[src/rtl/floor_request_reg.sv]
// Elevator button request register: per-channel synchroniser, optional debounce (BTN_DEBOUNCE_EN),
// rising-edge detect and request latch, plus direction summaries and a pending-request count.
module floor_request_reg #(
    parameter int FLOORS          = 8,
    parameter int FW              = $clog2(FLOORS),
    parameter int DEBOUNCE_CYCLES = 4,
    parameter int CW              = $clog2(3*FLOORS-1)
) (
    input  logic              clock,
    input  logic              an_reset,
    input  logic              buttons_block,
    input  logic [FLOORS-1:0] btn_in,
    input  logic [FLOORS-2:0] btn_up_out,
    input  logic [FLOORS-1:1] btn_down_out,
    input  logic [FLOORS-1:0] inactivate_in_levels,
    input  logic [FLOORS-2:0] inactivate_out_up_levels,
    input  logic [FLOORS-1:1] inactivate_out_down_levels,
    input  logic [FW-1:0]     current_floor,
    output logic [FLOORS-1:0] active_in_levels,
    output logic [FLOORS-2:0] active_out_up_levels,
    output logic [FLOORS-1:1] active_out_down_levels,
    output logic              any_above,
    output logic              any_below,
    output logic              any_here,
    output logic [CW-1:0]     pending_count
);
    // Channel layout: [FLOORS-1:0] cabin, then up buttons of floors 0..FLOORS-2, then down of 1..FLOORS-1.
    localparam int NCH = 3*FLOORS-2;

    logic [NCH-1:0] w_btn;
    logic [NCH-1:0] w_clr;
    logic [NCH-1:0] w_clean;
    logic [NCH-1:0] w_press;
    logic [NCH-1:0] w_active_next;
    logic [NCH-1:0] r_s1;
    logic [NCH-1:0] r_s2;
    logic [NCH-1:0] r_clean_d;
    logic [NCH-1:0] r_active;
    logic [FLOORS-1:0] w_req;
    logic [CW-1:0]  w_count;

    assign w_btn = {btn_down_out, btn_up_out, btn_in};
    assign w_clr = {inactivate_out_down_levels, inactivate_out_up_levels, inactivate_in_levels};

    generate
        if (DEBOUNCE_CYCLES < 1) begin : g_bad_debounce_cycles
        end
    endgenerate

`ifdef BTN_DEBOUNCE_EN
    localparam int DBW = $clog2(DEBOUNCE_CYCLES+1);

    generate
        for (genvar gi = 0; gi < NCH; gi++) begin : g_debounce
            logic [DBW-1:0] r_cnt;
            logic           r_clean;

            always_ff @(posedge clock or negedge an_reset) begin
                if (!an_reset) begin
                    r_cnt   <= '0;
                    r_clean <= 1'b0;
                end else if (r_s2[gi] == r_clean) begin
                    r_cnt <= '0;
                end else if (r_cnt == DBW'(DEBOUNCE_CYCLES-1)) begin
                    r_clean <= r_s2[gi];
                    r_cnt   <= '0;
                end else begin
                    r_cnt <= r_cnt + DBW'(1);
                end
            end

            assign w_clean[gi] = r_clean;
        end
    endgenerate
`else
    assign w_clean = r_s2;
`endif

    // A clear beats a simultaneous press; a press in a blocked cycle is simply dropped.
    assign w_press       = w_clean & ~r_clean_d;
    assign w_active_next = ~w_clr & (r_active | (w_press & {NCH{~buttons_block}}));

    always_ff @(posedge clock or negedge an_reset) begin
        if (!an_reset) begin
            r_s1      <= '0;
            r_s2      <= '0;
            r_clean_d <= '0;
            r_active  <= '0;
        end else begin
            r_s1      <= w_btn;
            r_s2      <= r_s1;
            r_clean_d <= w_clean;
            r_active  <= w_active_next;
        end
    end

    assign active_in_levels       = r_active[FLOORS-1:0];
    assign active_out_up_levels   = r_active[2*FLOORS-2:FLOORS];
    assign active_out_down_levels = r_active[3*FLOORS-3:2*FLOORS-1];

    generate
        for (genvar gi = 0; gi < FLOORS; gi++) begin : g_req
            if (gi == 0) begin : g_bottom
                assign w_req[gi] = r_active[gi] | r_active[FLOORS+gi];
            end else if (gi == FLOORS-1) begin : g_top
                assign w_req[gi] = r_active[gi] | r_active[2*FLOORS-2+gi];
            end else begin : g_mid
                assign w_req[gi] = r_active[gi] | r_active[FLOORS+gi] | r_active[2*FLOORS-2+gi];
            end
        end
    endgenerate

    // An out-of-range floor naturally puts every request below it.
    always_comb begin
        any_above = 1'b0;
        any_below = 1'b0;
        any_here  = 1'b0;
        for (int f = 0; f < FLOORS; f++) begin
            if (f < int'(current_floor)) begin
                any_below = any_below | w_req[f];
            end else if (f == int'(current_floor)) begin
                any_here = any_here | w_req[f];
            end else begin
                any_above = any_above | w_req[f];
            end
        end
    end

    always_comb begin
        w_count = '0;
        for (int i = 0; i < NCH; i++) begin
            w_count = w_count + CW'(r_active[i]);
        end
    end

    assign pending_count = w_count;

endmodule

[config.mk]
export PLATFORM = sky130hd
export DESIGN_NAME = floor_request_reg
export DESIGN_NICKNAME = d
export VERILOG_FILES = /design/src/rtl/floor_request_reg.sv
export SDC_FILE = /design/constraint.sdc
export NUM_CORES = 1
export LEC_CHECK = 0
export CORE_ASPECT_RATIO = 0.6
export CORE_MARGIN = 1
export CORE_UTILIZATION = 25
export CTS_CLUSTER_DIAMETER = 150
export CTS_CLUSTER_SIZE = 28
export DETAILED_ROUTE_END_ITERATION = 16
export GPL_ROUTABILITY_DRIVEN = 0
export PLACE_DENSITY_LB_ADDON = 0.08
export SYNTH_ARGS = -nofsm -noshare
export SYNTH_HDL_FRONTEND = slang
export SYNTH_SLANG_ARGS = --single-unit
[constraint.sdc]
create_clock -name clock -period 5.2 [get_ports clock]
set_clock_uncertainty 0.15 [all_clocks]
set_input_delay 1.56 -clock clock [delete_from_list [all_inputs] [get_ports clock]]
set_output_delay 1.56 -clock clock [all_outputs]
set_load 0.05 [all_outputs]
==> results of run 1 <==
## per-layer routing
metal	wire, µm	vias to the layer above	global-route usage [%]
li1	-	1020	-
met1	4050	1019	19.5
met2	3090	64	16.6
met3	527	7	4.37
met4	63	0	3.54
met5	0	-	0
## area by class of cell
type	count	share of cell area, %
clock inverters	7	1.07
multi-input cells	124	21.4
flip-flops and latches	88	44.9
repair buffers	106	21.8
inverters	25	1.98
clock buffers	9	4.57
well taps	170	4.31
## synthesized netlist by cell type (all sizes together)
cell	count	area share, %
inv	25	2.8
a211o	1	0.27
o21ai	5	0.76
nand2b	1	0.19
a32oi	1	0.27
nand3	2	0.30
nor2	35	4.0
o2111ai	1	0.27
a221o	1	0.30
o311ai	1	0.27
nand2	2	0.23
ha	7	2.7
nor3	5	0.76
o31ai	3	0.68
a21oi	14	2.1
nor2b	1	0.19
a2bb2oi	1	0.46
nor3b	11	2.5
or3	2	0.53
or3b	7	1.9
buf	2	0.30
a21o	1	0.23
o32ai	1	0.27
o211ai	1	0.23
dfrtp	88	67
clkbuf	3	0.34
a21boi	1	0.23
mux2	1	0.34
xnor2	2	0.53
fa	15	9.1
o22ai	1	0.19
## sequential cells by signal, indices dropped and copies added (netlist names)
signal,flops
r_active,22
r_s2,22
r_s1,22
r_clean_d,22
## per-stage QoR
stage	utilization [%]	setup WS (ns)	setup TNS, ns
finish	38.4	-0.805	-3.39
detailed placement	36.0	-0.486	-1.85
CTS	38.3	-0.826	-3.51
global route	38.4	-1.01	-4.29
floorplan	-	-0.509	-1.99
global placement	36.0	-0.443	-1.72
## worst paths after layout
| path | end | cells after the start | from |
|---|---|---|---|
| max reg2reg | r_active[8] | 2 | r_clean_d[8] |
| max in group asynchronous | r_clean_d[11] | 2 | an_reset |
| min reg2reg | r_s2[10] | 0 | r_s1[10] |
| max | pending_count[4] | 14 | r_active[1] |
| min | r_s2[10] | 0 | r_s1[10] |
| min in group asynchronous | r_clean_d[2] | 1 | an_reset |
## worst max-delay path: stages (launching register included)
cell      delay, ns
dfrtp_2        0.42
fa_1           0.55
inv_2          0.04
fa_1           0.51
fa_1           0.43
fa_1           0.51
fa_1           0.42
inv_2          0.08
ha_4           0.13
inv_2          0.04
fa_2           0.37
nor2b_2        0.15
o21ai_2        0.08
nand2b_4       0.09
buf_12         0.13
## what timing repair did
| action | CTS | global route |
|---|---|---|
| cloned | 0 | 0 |
| pin swaps | 0 | 1 |
| setup buffers | 1 | 0 |
| endpoints found under the setup margin | 5 | 5 |
| resized for setup | 6 | 2 |
| hold endpoints to repair | 0 | 0 |
## power breakdown
group	switching, mW	leakage, nW	total, mW	internal, mW
Clock	0.281	0.142	0.611	0.330
Combinational	0.335	0.962	0.652	0.317
Sequential	0.0163	1.05	0.736	0.719
## logic make-up after synthesis
logic type | synth area share, %
buffers and inverters | 3.49
AND/OR/NAND/NOR | 10.6
AO/OA/AOI/OAI | 6.53
adder cells (fa/ha/maj) | 11.8
flip-flops | 66.8
XOR/XNOR | 0.531
multiplexers | 0.342
==> impl_results.md, run 1 <==
* Sequential Area at between 2000 and 2500 µm²
* DR DRC count at 0
* Final worst slack at -0.805 ns
* Clock root buffer: clkbuf_16
* Total die area at approximately 14,000 µm²
* Fmax at approximately 170 MHz
* Finished Layout Cells at approximately 530
* Clock Latency Late Sink at about 0.34 ns
* Area growth from synthesis to layout at 49.6%
* DR vias/cell at approximately 4
* WHS at around 0.19 ns
* Final wirelength at just under 8000 µm
* Initial DRC Count at 100
* Nets at approximately 430
* Most frequent cells in the layout: dfrtp_1, clkdlybuf4s50_1, nor2_1, buf_4, inv_1
* Seq cells post-synth at just under 90
* Final-report hold violation count at 0
* Net count after synthesis at 314
* # port buffers at between 70 and 80
* Placed instance count at 512
* Worst slew pin tran at ~0.76 ns
* Clk sinks at 88
* Congestion Overflow GR at 0
* Area after DPL at 4630 µm²
* Rel. slew slack at between 40% and 50%
* Crit start category: flop
* Iteration count of the initial detailed-routing pass at 4
* Initial Util at between 20% and 30%
* Arr. time, crit path at between 4 and 5 ns
* Boundary Pins at 80
* Failing checks: negative setup slack
* Initial antenna violation count at 0
* Sequential fraction of the synthesis area at between 60% and 70%
* Die outline width at 150 µm
* CTS buffer count at 9
* CTS tree: built
* Final period util at 115%
* Critical-path maximum fanout at 2
* R2R Setup Slk at roughly 4 ns
* Synth warnings at 0
* Final worst path period need at between 6 and 7 ns
* DRT antenna net count at 0
* Post-Syn Area at 3300 µm²
* First-pass GRT wire length at around 13,000 µm
* Peak supply drop at 0.184 mV
* Total Power at between 1.5 and 2 mW
* Pleak at around 2.2 nW
* Finished Cell Area at 4930 µm²
* Layout cells sized above 1 at a little under a quarter
* Max H-tree Level at 3
* Avg WL per Cell at approximately 15 µm
* Pins Over Slew Limit at 0
* Ant diodes at 0
* Clk pin slew, worst setup/hold paths at about 0.070 ns
* Avg Inst Size Synth at between 10 and 15 µm²
* Via count at between 2,000 and 2,500
* Rows at 32
* Multi-input combinational cell area at ~1100 µm²
* RSZ-0062 raised after global routing: yes
* CTS Buffer Depth at 2
* PwrDens at 405 nW/µm²
* Pin count of the biggest net entering global routing at 60
* Most common cell after layout, fill and taps aside: dfrtp_1
* # setup viols final at 5
* Critical Path RT at around 3.5 ns
* Cells after Synth at between 200 and 250
* Die Ht at 91.0 µm
* Fill count at 1,209
* Yosys cell types at 33
* Critical path type: reg -> out
* All-Layer GR Usage at about 13%
* Worst Setup End Kind: output port
* CORE AREA at about 13,000 µm²
* Hold/Removal Path Class: reg -> reg
* Final HPWL DP at about 5800 µm
* CTS Hold Bufs at 0
* Vias in the first global route at between 2,000 and 2,500
* Status: complete, but fails checks
* Max-cap violations at 0
No activity file was read; power rests on OpenSTA's default activity.
==> run 2, diff against run 1 <==
--- a/config.mk
+++ b/config.mk
@@ -5,6 +5,7 @@
 export SDC_FILE = /design/constraint.sdc
 export NUM_CORES = 1
 export LEC_CHECK = 0
+export CAP_MARGIN = 0
 export CORE_ASPECT_RATIO = 0.6
 export CORE_MARGIN = 1
 export CORE_UTILIZATION = 25
@@ -12,6 +13,7 @@
 export CTS_CLUSTER_SIZE = 28
 export DETAILED_ROUTE_END_ITERATION = 16
 export GPL_ROUTABILITY_DRIVEN = 0
+export MAX_ROUTING_LAYER = met4
 export PLACE_DENSITY_LB_ADDON = 0.08
 export SYNTH_ARGS = -nofsm -noshare
 export SYNTH_HDL_FRONTEND = slang
==> run 2 against run 1 <==
The run still ends with negative setup slack left; sequential share of layout area unchanged; fmax about the same; utilization is the same; sequential power hardly changed; first-iteration DRC count increased by 13%; clock-buffer cell count stayed put; global-route usage grew 0.38 points; via count is 0.66% higher; worst setup slack improved by 0.0034 ns; flip-flop and latch count did not move.
==> impl_results.md, run 2 (synthesis results as in run 1) <==
* Max H-tree Level at 3
* Worst r2r src: r_clean_d[5]
* CORE AREA at around 13,000 µm²
* Hold Crit Start: r_s1[10]
* Total Power at around 2 mW
* Clock root buffer: clkbuf_16
* Pleak at roughly 2.2 nW
* Critical Path RT at approximately 3.5 ns
* Die outline width at around 150 µm
* Buf+Inv Stages, Crit Path at 4
* Final worst slack at -0.802 ns
* Arr. time, crit path at ~4.3 ns
* RSZ-0062 raised after global routing: yes
* DRT antenna net count at 0
* Worst Setup End Kind: output port
* Status: complete, but fails checks
* CP max stage delay at about 0.55 ns
* Hold/Removal Path Class: reg -> reg
* Fmax at approximately 170 MHz
* Family with the most delay on the worst path: adder cells
* Area growth from synthesis to layout at 49.6%
* R2R Setup Slk at 4.01 ns
* Min-Delay Path Depth at 0
* Initial DRC Count at between 100 and 150
* Crit start category: flop
* Final wirelength at between 7000 and 8000 µm
* Boundary Pins at 80
* Endpoint with the worst hold slack: r_s2[10]
* Most frequent CP cell: fa_1
* Clk sinks at 88
* DR DRC count at 0
* Max-cap violations at 0
* Pins Over Slew Limit at 0
* Final worst path period need at ~6.0 ns
* All-Layer GR Usage at 13.1%
* CTS Hold Bufs at 0
* Peak supply drop at approximately 0.18 mV
* Most frequent cells in the layout: dfrtp_1, clkdlybuf4s50_1, nor2_1, buf_4, inv_1
* Clk pin slew, worst setup/hold paths at around 0.070 ns
* Nets at roughly 430
* Most common cell after layout, fill and taps aside: dfrtp_1
* Final HPWL DP at ~5800 µm
* # setup viols final at 5
* Die Ht at 91.0 µm
* Final period util at 115%
* Critical path type: reg -> out
* CTS tree: built
* R2R Path End: r_active[5]
* Total die area at about 14,000 µm²
* First-pass GRT wire length at 12,800 µm
* Critical-path maximum fanout at 2
* Layout cells sized above 1 at between 20% and 30%
* Pin count of the biggest net entering global routing at 60
* Finished Layout Cells at roughly 530
* CTS Buffer Depth at 2
* DR vias/cell at 4.02
* Rows at 32
* Clock Latency Late Sink at roughly 0.33 ns
* Final-report hold violation count at 0
* Critical-path cell list: fa_1, inv_2, fa_1, fa_1, fa_1, fa_1, inv_2, ha_4, inv_2, fa_2, nor2b_2, o21ai_2, nand2b_4, buf_12
* Crit-path slowest cell: fa_1
* Congestion Overflow GR at 0
* Vias in the first global route at ~2,300
* Initial Util at 25.7%
* Failing checks: negative setup slack
* PwrDens at about 400 nW/µm²
* Rel. slew slack at 48.5%
* Initial antenna violation count at 0
* Worst r2r path cells at 2
* CTS buffer count at 9
* Placed instance count at a little over 500
* Avg WL per Cell at roughly 15 µm
* Iteration count of the initial detailed-routing pass at 4
* # port buffers at between 70 and 80
* Via count at roughly 2,100
* Worst slew pin tran at roughly 0.77 ns
* Ant diodes at 0
* WHS at 0.194 ns
-- run 2: worst max-delay path by stage --
| stage | from | to | slack [ns] | cells after the start |
|---|---|---|---|---|
| 2_1_floorplan | r_active[1] | pending_count[4] | -0.51 | 13 |
| 3_3_place_gp | r_active[1] | pending_count[2] | -0.44 | 13 |
| 3_5_place_dp | r_active[1] | pending_count[2] | -0.49 | 13 |
| 4_1_cts | r_active[1] | pending_count[2] | -0.83 | 13 |
| 5_1_grt | r_active[1] | pending_count[4] | -1.01 | 14 |
| 6_report | r_active[1] | pending_count[4] | -0.80 | 14 |
-- run 2: per-layer routing --
metal / GRT usage (%) / up-vias / wire length, µm
met5: - / - / 0
met4: 3.54 / 0 / 63
met3: 4.07 / 7 / 505
met2: 16.7 / 66 / 3060
met1: 19.6 / 1031 / 4130
li1: - / 1020 / -
-- run 2: cell type report --
class,count,area (µm²)
clock buffer,9,225
clock inverter,7,52.6
fill,1209,7920
inverter,25,97.6
multi-input combinational,124,1060
sequential,88,2210
tap,170,213
timing repair buffer,106,1070
-- run 2: metrics by stage --
| stage | TNS [ns] | instance area (µm²) | util, % | worst slack [ns] |
|---|---|---|---|---|
| after floorplan | -1.99 | 3370 | - | -0.509 |
| after global placement | -1.72 | 4630 | 36.0 | -0.443 |
| after detailed placement | -1.85 | 4630 | 36.0 | -0.486 |
| after CTS | -3.51 | 4930 | 38.3 | -0.826 |
| after global routing | -4.29 | 4930 | 38.4 | -1.01 |
| final | -3.39 | 4930 | 38.4 | -0.802 |
-- run 2: what timing repair did --
| action | in CTS | in global routing |
|---|---|---|
| setup buffers | 1 | 0 |
| pin swaps | 0 | 1 |
| setup endpoints to repair | 5 | 5 |
| resized for setup | 6 | 2 |
-- run 2: report_power, final --
part / switching (mW) / internal (mW) / total (mW)
Combinational: 0.335 / 0.317 / 0.652
Clock: 0.281 / 0.330 / 0.610
Sequential: 0.0164 / 0.719 / 0.736
==> run 3, diff against run 2 <==
--- a/config.mk
+++ b/config.mk
@@ -12,9 +12,10 @@
 export CTS_CLUSTER_DIAMETER = 150
 export CTS_CLUSTER_SIZE = 28
 export DETAILED_ROUTE_END_ITERATION = 16
+export DONT_BUFFER_PORTS = 1
 export GPL_ROUTABILITY_DRIVEN = 0
 export MAX_ROUTING_LAYER = met4
-export PLACE_DENSITY_LB_ADDON = 0.08
+export PLACE_DENSITY_LB_ADDON = 0.25
 export SYNTH_ARGS = -nofsm -noshare
 export SYNTH_HDL_FRONTEND = slang
 export SYNTH_SLANG_ARGS = --single-unit
==> run 3 against run 2 <==
Critical path type unchanged; worst setup slack better by 0.0036 ns; the run still ends with negative setup slack left; non-clock buffer count shrank 76; global-route usage down 1.2 points; register-to-register slack got worse by 0.07 ns; critical path depth fell by 2; routed wire length down 8.6%; largest power group unchanged; sequential power about the same.
==> impl_results.md, run 3 (synthesis results as in run 1) <==
* Total Power at 1.92 mW
* R2R Setup Slk at ~3.9 ns
* CTS Buffer Depth at 2
* DR vias/cell at roughly 4.1
* Nets at 350
* Initial Util at between 20% and 30%
* Layout cells sized above 1 at a little over a quarter
* Congestion Overflow GR at 0
* Pins Over Slew Limit at 0
* Final-report hold violation count at 0
* Ant diodes at 0
* Final worst path period need at ~6.0 ns
* Max H-tree Level at 3
* Most frequent CP cell: fa_1
* Family with the most delay on the worst path: adder cells
* Hold/Removal Path Class: reg -> reg
* CTS tree: built
* Area after DPL at between 3000 and 4000 µm²
* Vias in the first global route at between 1,500 and 2,000
* Crit start category: flop
* Initial DRC Count at between 70 and 80
* All-Layer GR Usage at between 10% and 20%
* Final worst slack at -0.798 ns
* DRT antenna net count at 0
* Buf+Inv Stages, Crit Path at 3
* Boundary Pins at 80
* Critical-path maximum fanout at 2
* Worst Setup End Kind: output port
* Fmax at between 150 and 200 MHz
* CP max stage delay at approximately 0.56 ns
* Via count at 1,840
* Avg WL per Cell at around 16 µm
* Failing checks: negative setup slack
* Peak supply drop at 0.185 mV
* Most common cell after layout, fill and taps aside: dfrtp_1
* Critical-path cell list: fa_1, inv_2, fa_1, fa_1, fa_1, fa_1, inv_1, ha_1, a21o_1, a21oi_4, xnor2_4, buf_12
* Clk pin slew, worst setup/hold paths at roughly 0.060 ns
* Status: complete, but fails checks
* Clock Latency Late Sink at ~0.33 ns
* Fill count at between 1,000 and 1,500
* Final wirelength at between 7000 and 8000 µm
* # port buffers at 0
* Final HPWL DP at ~5400 µm
* Die Ht at 91.0 µm
* Iteration count of the initial detailed-routing pass at 4
* PwrDens at ~460 nW/µm²
* Finished Cell Area at roughly 4200 µm²
* Arr. time, crit path at around 4.3 ns
* Worst slew pin tran at ~0.70 ns
* Final period util at 115%
* Pleak at between 1.5 and 2 nW
* Rel. slew slack at a little over half
* Clock root buffer: clkbuf_16
* # setup viols final at 5
* Max-cap violations at 0
* Rows at 32
* Critical Path RT at 3.49 ns
* DR DRC count at 0
* CORE AREA at about 13,000 µm²
* Critical path type: reg -> out
* Area growth from synthesis to layout at 25.9%
* RSZ-0062 raised after global routing: yes
* Initial antenna violation count at 0
* CTS buffer count at 9
* Die outline width at 150 µm
* Crit-path slowest cell: fa_1
* CTS Hold Bufs at 0
* Most frequent cells in the layout: dfrtp_1, nor2_1, buf_4, inv_1, fa_1
* Clk sinks at around 90
* Total die area at between 10,000 and 15,000 µm²
* First-pass GRT wire length at around 11,000 µm
* Pin count of the biggest net entering global routing at 89
## run 3: routing by layer
metal  share of wire (%)  vias up  global-route usage, %  wire, µm
met1                  49      908                   16.2      3500
li1                    -      865                      -         -
met4                0.97        0                   3.28        69
met3                  11        7                   6.78       803
met5                   0        -                      -         0
met2                  38       60                   14.6      2720
## run 3: repair_timing
action                                  CTS  global route
pin swaps                                 2             3
endpoints found under the setup margin    5             5
buffers inserted                          0             1
resized for setup                         3             4
## run 3: cell type report
class                   count  area (µm²)  area share (%)
clock buffers               9         225            5.42
clock inverters             5        82.6            1.99
inverters                  25        97.6            2.35
multi-input cells         124        1060            25.5
flip-flops and latches     88        2210            53.3
well taps                 170         213            5.12
repair buffers             30         263            6.33
## run 3: worst reg2reg max path, cell delays in order, from the launching register on
cell	delay [ns]
dfrtp_1	0.69
inv_1	0.18
a21oi_1	0.16
## run 3: through the flow
step	setup slack, ns	setup TNS (ns)	hold WS, ns	utilization, %	cells
after floorplan	-0.509	-1.99	0.181	-	242
after global placement	-0.451	-1.65	0.183	29.7	436
after detailed placement	-0.546	-1.97	0.185	29.7	436
after CTS	-0.861	-3.57	0.199	32.2	450
after global routing	-0.917	-3.94	0.203	32.3	451
final	-0.798	-3.37	0.196	32.3	451
## run 3: final timing paths
kind,cells past startpoint,start,endpoint
worst max-delay path,12,r_active[1],pending_count[3]
worst min-delay path,0,r_s1[18],r_s2[18]
worst max register to register,2,r_active[6],r_active[6]
worst min register to register,0,r_s1[18],r_s2[18]
max in group asynchronous,0,an_reset,r_active[7]
min in group asynchronous,0,an_reset,r_active[2]
## run 3: report_power, final
| group | internal (mW) | switching [mW] | leakage, nW |
|---|---|---|---|
| combinational | 0.212 | 0.294 | 0.646 |
| sequential | 0.720 | 0.0193 | 1.05 |
| clock | 0.417 | 0.254 | 0.152 |
| total | 1.35 | 0.567 | 1.85 |
==> patch (config.mk and constraints of run 3) <==
`FLOORS`: 8 -> 4.
--- a/src/rtl/floor_request_reg.sv
+++ b/src/rtl/floor_request_reg.sv
@@ -3,3 +3,3 @@
 module floor_request_reg #(
-    parameter int FLOORS          = 8,
+    parameter int FLOORS          = 4,
     parameter int FW              = $clog2(FLOORS),
Interface: changed (11 resized); port bits go from 80 to 42. The function was not compared with the original's and may differ.
==> patch against run 3 <==
Setup slack gained 1000 ps; routed wire length shrank 62%; total power shrank 65%; sequential power shrank 55%; cell area shrank 58%; critical path type unchanged; area after synthesis shrank 56%; via count shrank 57%; sequential cell count shrank 48.
==> patch: results <==
[setup_path]
crit_family = "adder cells"
cp_data_arrival_time_ps = 3240
crit_fanout = 3
cpPeakStageDelay_ps = 530
cp_slowest_cell = "fa_1"

[yosys]
synthTopCellsByArea = "dfrtp_1 (69%), fa_1 (8.3%), or3b_2 (3.6%), inv_1 (3.4%), a21oi_1 (2.8%)"
synth_async_sr_flop_share_pct = 100.0
synthesis.nets = 136
ys_types = 20
yosys-top-cells-count = "dfrtp_1 (40), inv_1 (13), nor2_1 (10)"
synth-seq-area-share_pct = 69.20
yosysWarnings = 0

[finish]
layout-drive-gt1-share_pct = 22.13
fin_nets = 154
nFillCells = 580
diodes = 0

[power]
p_leak_uw = 0.0007876
swShare_pct = 28.80
vdd_drop_max_v = 0.0001503

[placed_design]
dp_slack_ps = 515.9
portBuffers = 0
hpwl_microns = 2060

[timing]
maxSlewHeadroom_pct = 60.47

[global_routing]
grt_pass1_vias = 847
grt_pass1_wl_microns = 4229
grt_max_degree = 41
antenna_found_initial = 0
grt_remaining_overflow = 0
grt_usage_pct = 10.17

[routing]
vias = 796
wire_per_inst_microns = 13.36
first_iter_violations = 41
antenna_left = 0
first_pass_iters = 4

[cts]
clkTransAtPathRegs_ps = 70
cts_resized = 0
root_buffer = "clkbuf_8"
htree_levels = 2
clock_latency_ps = 290
cts_max_path_buffers = 2
cts_made_buffers = 5
cts_post_setup_buffers_inserted = 0

[flow_run]
max-cap-violations = 0

[worst_hold_path]
hold_path.class = "flip-flop to flip-flop"

[outcome]
status = "completed"
[patch: cell count changes in the layout (fill, tap and decap cells not counted), sizes merged, moves of 3 or more]
cell           run 3  this run
a21oi             14         8
nor3b             11         4
o31ai              3         0
ha                 7         2
nor2              35        10
inv               25        13
fa                15         6
buf               30        12
clkbuf             9         6
o21ai              5         0
dfrtp             88        40
[patch: cell families after synthesis]
kind of cell             synth area share [%]
buffers and inverters                   3.633
adder cells (fa/ha/maj)                 10.03
AND/OR/NAND/NOR                         10.55
AO/OA/AOI/OAI                           5.970
XOR/XNOR                               0.6056
flip-flops                              69.20
[patch: final cells by class]
cell class / count / share of cell area [%]
inverter: 13 / 2.776
sequential: 40 / 56.94
tap: 80 / 5.694
clock inverter: 2 / 0.5694
timing repair buffer: 12 / 6.548
multi-input combinational: 49 / 22.78
clock buffer: 6 / 4.697
[patch: power groups by stage]
stage / clock network (uW) / logic (uW) / registers [uW]
after floorplan: 0 / 80.0 / 353
after global placement: 0 / 124 / 342
after detailed placement: 0 / 126 / 342
after CTS: 216 / 126 / 336
after global routing: 228 / 133 / 338
final: 207 / 125 / 336
[patch: worst reg2reg max path, cell delays in order, from the launching register on]
cell     delay [ps]
dfrtp_1         360
or3b_2          480
a21oi_1         160
[patch: worst paths after layout]
path	startpoint	cells after the start	endpoint	slack (ps)
setup / recovery	r_active[0]	10	pending_count[2]	250
hold / removal	r_s1[2]	0	r_s2[2]	200
setup reg to reg	r_clean_d[8]	2	r_active[8]	3970
hold reg to reg	r_s1[2]	0	r_s2[2]	200
max in group asynchronous	an_reset	0	r_clean_d[4]	4010
min in group asynchronous	an_reset	0	r_s1[9]	810
[patch: layer usage]
layer  track usage [%]  up-vias  wire length [microns]
met5                 -        -                      0
met4             5.590        0                     38
met3             4.493        5                    203
met2             15.17       25                   1330
met1             11.64      392                   1126
li1                  -      374                      -
[patch: metrics by stage]
step                      cell area (sq um)  hold WS (ps)  instances
after floorplan                        1454         181.2        103
after global routing                   1758         206.9        202
after detailed placement               1665         184.7        194
after global placement                 1665         186.0        194
final                                  1758         198.7        202
after CTS                              1758         201.7        202
